[config.mk]
export PLATFORM = sky130hd
export DESIGN_NAME = note_sequencer
export DESIGN_NICKNAME = d
export VERILOG_FILES = /design/src/rtl/note_sequencer.sv
export SDC_FILE = /design/constraint.sdc
export NUM_CORES = 1
export LEC_CHECK = 0
export CAP_MARGIN = 15
export CORE_ASPECT_RATIO = 1.75
export CORE_MARGIN = 4
export CORE_UTILIZATION = 30
export DETAILED_ROUTE_END_ITERATION = 7
export PLACE_DENSITY = 0.52
export SLEW_MARGIN = 20
export SYNTH_ARGS = -nofsm -noshare
export SYNTH_HDL_FRONTEND = slang
export SYNTH_SLANG_ARGS = --single-unit
[constraint.sdc]
create_clock -name clk -period 2.55 [get_ports clk]
set_clock_uncertainty 0.1 [all_clocks]
set_input_delay 0.6375 -clock clk [delete_from_list [all_inputs] [get_ports clk]]
set_output_delay 0.6375 -clock clk [all_outputs]
set_load 0.02 [all_outputs]
[src/rtl/note_sequencer.sv]
// Note sequencer: fetches one note-table entry per beat, opens a hit window,
// and judges player key presses to keep the score and combo counts.
module note_sequencer #(
  parameter int BEAT_CYCLES   = 25_000_000,
  parameter int WINDOW_CYCLES = 10_000_000,
  parameter int SONG_LEN      = 64,
  parameter int ADDR_W        = 6
) (
  input  logic              clk,
  input  logic              rst,
  input  logic              start,
  input  logic [3:0]        keys,
  output logic [ADDR_W-1:0] rom_addr,
  input  logic [3:0]        rom_data,
  output logic [3:0]        note,
  output logic              note_valid,
  output logic              hit,
  output logic              miss,
  output logic [7:0]        score,
  output logic [7:0]        combo,
  output logic              busy,
  output logic              done
);

  localparam int CNT_W = $clog2(BEAT_CYCLES + 1);
  localparam logic [CNT_W-1:0]  WIN_LAST  = CNT_W'(WINDOW_CYCLES - 1);
  localparam logic [CNT_W-1:0]  BEAT_LAST = CNT_W'(BEAT_CYCLES - 1);
  localparam logic [ADDR_W-1:0] LAST_IDX  = ADDR_W'(SONG_LEN - 1);

  typedef enum logic [2:0] {IDLE, FETCH, SHOW, WAIT, DONE} state_t;

  state_t            state, state_n;
  logic [ADDR_W-1:0] index;
  logic [CNT_W-1:0]  cnt;
  logic [3:0]        keys_q;
  logic              press;

  function automatic logic [7:0] sat_inc(input logic [7:0] v);
    return (v == 8'hFF) ? v : v + 8'd1;
  endfunction

  // A held key matches keys_q, so only a change to a non-zero code counts.
  assign press = (keys != 4'd0) && (keys != keys_q);

  always_ff @(posedge clk) begin
    if (rst) state <= IDLE;
    else     state <= state_n;
  end

  always_comb begin
    state_n = state;
    case (state)
      IDLE, DONE: if (start) state_n = FETCH;
      FETCH:      state_n = (rom_data != 4'd0) ? SHOW : WAIT;
      SHOW:       if (press || cnt == WIN_LAST) state_n = WAIT;
      WAIT: begin
        if (cnt == BEAT_LAST) state_n = (index == LAST_IDX) ? DONE : FETCH;
      end
      default:    state_n = IDLE;
    endcase
  end

  always_comb begin
    note_valid = 1'b0;
    busy       = 1'b0;
    done       = 1'b0;
    case (state)
      FETCH:   busy = 1'b1;
      SHOW:    begin busy = 1'b1; note_valid = 1'b1; end
      WAIT:    busy = 1'b1;
      DONE:    done = 1'b1;
      default: ;
    endcase
  end

  assign rom_addr = index;

  // The beat counter runs through SHOW and WAIT regardless of judgement, so
  // every beat lasts BEAT_CYCLES plus the fetch cycle.
  always_ff @(posedge clk) begin
    if (rst) begin
      index  <= '0;
      cnt    <= '0;
      note   <= 4'd0;
      hit    <= 1'b0;
      miss   <= 1'b0;
      score  <= 8'd0;
      combo  <= 8'd0;
      keys_q <= 4'd0;
    end else begin
      keys_q <= keys;
      hit    <= 1'b0;
      miss   <= 1'b0;
      case (state)
        IDLE, DONE: begin
          if (start) begin
            index <= '0;
            score <= 8'd0;
            combo <= 8'd0;
          end
        end
        FETCH: begin
          note <= rom_data;
          cnt  <= '0;
        end
        SHOW: begin
          cnt <= cnt + CNT_W'(1);
          if (press) begin
            if (keys == note) begin
              hit   <= 1'b1;
              score <= sat_inc(score);
              combo <= sat_inc(combo);
            end else begin
              miss  <= 1'b1;
              combo <= 8'd0;
            end
          end else if (cnt == WIN_LAST) begin
            miss  <= 1'b1;
            combo <= 8'd0;
          end
        end
        WAIT: begin
          if (cnt == BEAT_LAST) begin
            if (index != LAST_IDX) index <= index + ADDR_W'(1);
          end else begin
            cnt <= cnt + CNT_W'(1);
          end
        end
        default: ;
      endcase
    end
  end

endmodule
==> run summary <==
- 49 — Cell Rows
- 0 — max-slew violation count
- no — unrepaired setup endpoints after global routing
- 2 — hold-critical path depth
- 10,240 um^2 — placeable core region
- 8.277 um^2 — Avg Synthesized Cell Area
- 0 — final antenna diode count
- 0 ps — final total negative setup slack
- ha_2 -> nand3_2 -> or4_4 -> or4_4 -> a21o_1 -> a32o_1 — Cell Chain, Critical Path
- 0.3849 — post-synthesis sequential area ratio
- flop to flop — class of the most critical hold timing path
- 0 — total setup violations reported at the end of the flow
- 628.7 nW/um^2 — total power density per cell area
- flop — CP startpoint kind
- 4 — CP max FO
- 9266 um — Routed WL
- 85.10 um — die extent in x
- 37.21% — synthesis-to-finish area growth
- 0.8745 — gpl congestion
- 442.5 ps — Slew @ Worst Pin
- 0 — # DRC
- 9 — total CTS buffers
- 60 — number of flip-flops and latches in the synthesized netlist
- 356.0 uV — maximum VDD drop
- 15.89 um — DR WL/cell
- sky130_fd_sc_hd__dfxtp_1 — cell with the most instances after synthesis
- 6 — worst-case reg-to-reg path depth
- 0 — Warnings, synthesis
- 0.1600 — GRT Total Usage
- 330 ps — Clk Latency, worst-skew pair
- 12,160 um^2 — floorplan die area
- 4 — first-pass detailed-route iteration total
- sky130_fd_sc_hd__dfxtp_1 (38%), sky130_fd_sc_hd__a21oi_1 (4.7%), sky130_fd_sc_hd__o21ai_0 (4.5%) — cell types occupying the most area after synthesis
- sky130_fd_sc_hd__dfxtp_1 — most used flip-flop cell after synthesis
- 2443 ps — fin crit period
- 6927 um — estimated wirelength of the detail-placed design
- cnt[20] — hold-critical path endpoint
- 0.1711 — fraction of final layout cells sized beyond drive strength 1
- sky130_fd_sc_hd__or4_4 — most used cell along the critical path
- finished clean — result of the run
- 3 — maximum level of the CTS H-tree
- 5.456 — DR vias/cell
- 377 — number of standard cells after synthesis
- 1867 um^2 — Multi-input gate area
- 36 — largest net degree at the start of global routing
- 142.9 um — vertical die dimension
- 0.7019 — remaining max-slew budget at the tightest pin
- 140 — Initial DRC Count
- 392 — syn_nets
- cnt[20] — startpoint of the most critical hold path
- 0 — initial antenna violation count
- 0 — Maximum Capacitance Violations
- 409.4 MHz — max frequency
- 60 — CTS sink count
- 0 — endpoints failing hold
- 0 — sum of buffers and inverters on the critical path
- 0.9580 — final worst-path cycle share
- sky130_fd_sc_hd__clkbuf_16 — cell at the root of the clock tree
- flop to flop — Crit Path Class
- 0 — EDFF count, synth
- 0 — FFs w/ async S/R, synth
- flop — capturing element type of the critical path
- sky130_fd_sc_hd__dfxtp_1 — cell accounting for the most synthesized area
- cnt[1] — Worst R2R Start
- 2570 ps — Data arrival, critical path
- 110 ps — reg-to-reg setup timing slack
- 1202 um^2 — flip-flop and latch area
- 50 ps — clock slew at the register clock pins of the worst setup and hold paths
- 0.3048 — initial standard-cell utilization of the core
- 0 — post-route antenna net violation count
- 560 ps — delay of the slowest critical-path stage
- 15,510 um — first-pass GRT wire length
- 42 — I/O pin cnt
- 2 — number of buffers on the longest clock path
- yes — CTS tree
- 1,052 — total of fill cells in the finished design
- sky130_fd_sc_hd__dfxtp_1 (60), sky130_fd_sc_hd__a21oi_1 (29), sky130_fd_sc_hd__o21ai_0 (28) — most common library cells after synthesis
- simple AND/OR/NAND/NOR gates — CP delay by family, top
- 583 — number of non-filler instances in the completed layout
- sky130_fd_sc_hd__or4_4 — Slowest cell on crit path
- 467 — layout net count
- cnt[24] — Reg2Reg Capture Point
- 0.001499 uW — total leakage power
- 2680 ps — critical path required time
- 41 — Port Buffer Count
- 566 — cell total after placement
- 3120 um^2 — cell area after synthesis
- 59 — Distinct cells, synth
- 2692 uW — total design power
- 0 — number of hold buffers added after CTS
- 3,224 — via count of the first global-routing pass
- 0.3849 — area share of the leading cell type in the synthesized netlist
- 0 — total global routing overflow
- 3,181 — DR vias
-- cells in the final DEF, fill, tap and decap left out, types with 3 or more instances in the layout --
cell type,synthesis,layout
sky130_fd_sc_hd__or2_2,3,3
sky130_fd_sc_hd__clkdlybuf4s50_1,0,35
sky130_fd_sc_hd__or3_1,11,10
sky130_fd_sc_hd__mux2i_1,5,5
sky130_fd_sc_hd__a211oi_1,3,3
sky130_fd_sc_hd__a21oi_1,29,29
sky130_fd_sc_hd__buf_4,0,36
sky130_fd_sc_hd__o31ai_1,12,11
sky130_fd_sc_hd__clkinv_2,0,4
sky130_fd_sc_hd__dlymetal6s2s_1,0,5
sky130_fd_sc_hd__ha_1,4,3
sky130_fd_sc_hd__o211ai_1,5,5
sky130_fd_sc_hd__or4_2,4,4
sky130_fd_sc_hd__or4_4,1,3
sky130_fd_sc_hd__nand3_1,23,23
sky130_fd_sc_hd__nor4_1,5,5
sky130_fd_sc_hd__xor2_1,7,5
sky130_fd_sc_hd__inv_1,12,12
sky130_fd_sc_hd__nand2b_1,5,5
sky130_fd_sc_hd__clkbuf_16,0,9
sky130_fd_sc_hd__dfxtp_1,60,59
sky130_fd_sc_hd__nor2b_1,5,5
sky130_fd_sc_hd__xnor2_1,6,6
sky130_fd_sc_hd__nor2_1,24,24
sky130_fd_sc_hd__o41ai_1,4,3
sky130_fd_sc_hd__a31oi_1,11,11
sky130_fd_sc_hd__and2_1,3,3
sky130_fd_sc_hd__nand4_1,9,9
sky130_fd_sc_hd__or4_1,6,4
sky130_fd_sc_hd__and3_1,10,10
sky130_fd_sc_hd__nand2_1,23,23
sky130_fd_sc_hd__nor3_1,8,7
sky130_fd_sc_hd__o21ai_0,28,28
-- worst register-to-register path, stage by stage, from the launching register on --
cell                      delay [ps]
sky130_fd_sc_hd__dfxtp_1         370
sky130_fd_sc_hd__ha_2            220
sky130_fd_sc_hd__nand3_2         100
sky130_fd_sc_hd__or4_4           560
sky130_fd_sc_hd__or4_4           550
sky130_fd_sc_hd__a21o_1          190
sky130_fd_sc_hd__a32o_1          240
-- worst max path at each step --
| stage | start | endpoint | slack, ps | depth (start not counted) |
|---|---|---|---|---|
| after floorplan | cnt[0] | cnt[24] | 70 | 7 |
| after global placement | keys[1] | combo[7] | -590 | 7 |
| after CTS | keys[0] | combo[5] | -10 | 8 |
| final | cnt[1] | cnt[24] | 110 | 6 |
| after detailed placement | keys[0] | combo[7] | -680 | 7 |
| after global routing | cnt[1] | cnt[24] | 30 | 6 |
-- where the power goes --
part / total (uW) / leakage (uW) / switching (uW) / internal [uW]
sequential: 990 / 0.000486 / 25.4 / 965
clock: 1210 / 0.000144 / 438 / 771
combinational: 493 / 0.000870 / 288 / 204
total: 2690 / 0.00150 / 752 / 1940
-- flip-flops by register name, indices dropped and copies added, names as in the netlist --
signal and count:
combo 8, rom_addr 6, note 4, score 8, miss 1, state 3, cnt 25, keys_q 4
hit 1
-- cells by family after synthesis --
logic type | share of synthesized area
buf+inv | 0.03408
xor+xnor | 0.03649
compound gates | 0.2282
simple gates | 0.2843
flops | 0.3849
mux | 0.01604
fa+ha+maj | 0.01604
-- routing by layer --
metal / GRT usage / share of wire / vias to the layer above / wire, um
li1: - / - / 1583 / -
met1: 0.1629 / 0.38 / 1534 / 3545
met2: 0.3033 / 0.56 / 45 / 5193
met3: 0.03522 / 0.028 / 19 / 255
met4: 0.07423 / 0.029 / 0 / 271
met5: 0 / 0 / - / 0
-- per-stage QoR --
step | worst slack (ps) | hold WS [ps] | instance area [um^2] | util
after detailed placement | -680.2 | 380.2 | 3908 | 0.3816
final | 107.1 | 383.3 | 4282 | 0.4182
after floorplan | 68.53 | 351.8 | 3120 | -
after CTS | -12.16 | 387.3 | 4223 | 0.4124
after global placement | -594.0 | 368.2 | 3908 | 0.3816
after global routing | 33.57 | 432.7 | 4282 | 0.4182
-- timing repair --
action / 4_1_cts / 5_1_grt
endpoints found under the setup margin: 11 / 16
pin swaps: 1 / 3
gates resized for setup: 7 / 11
setup buffers: 0 / 2
-- layout make-up --
type | instances | share of cell area
Clock buffer | 10 | 0.05582
Clock inverter | 5 | 0.01227
Multi-Input combinational cell | 290 | 0.4360
Timing Repair Buffer | 78 | 0.1663
Sequential cell | 60 | 0.2808
Inverter | 13 | 0.01169
Tap cell | 127 | 0.03711
No activity file was read; power rests on OpenSTA's default activity.
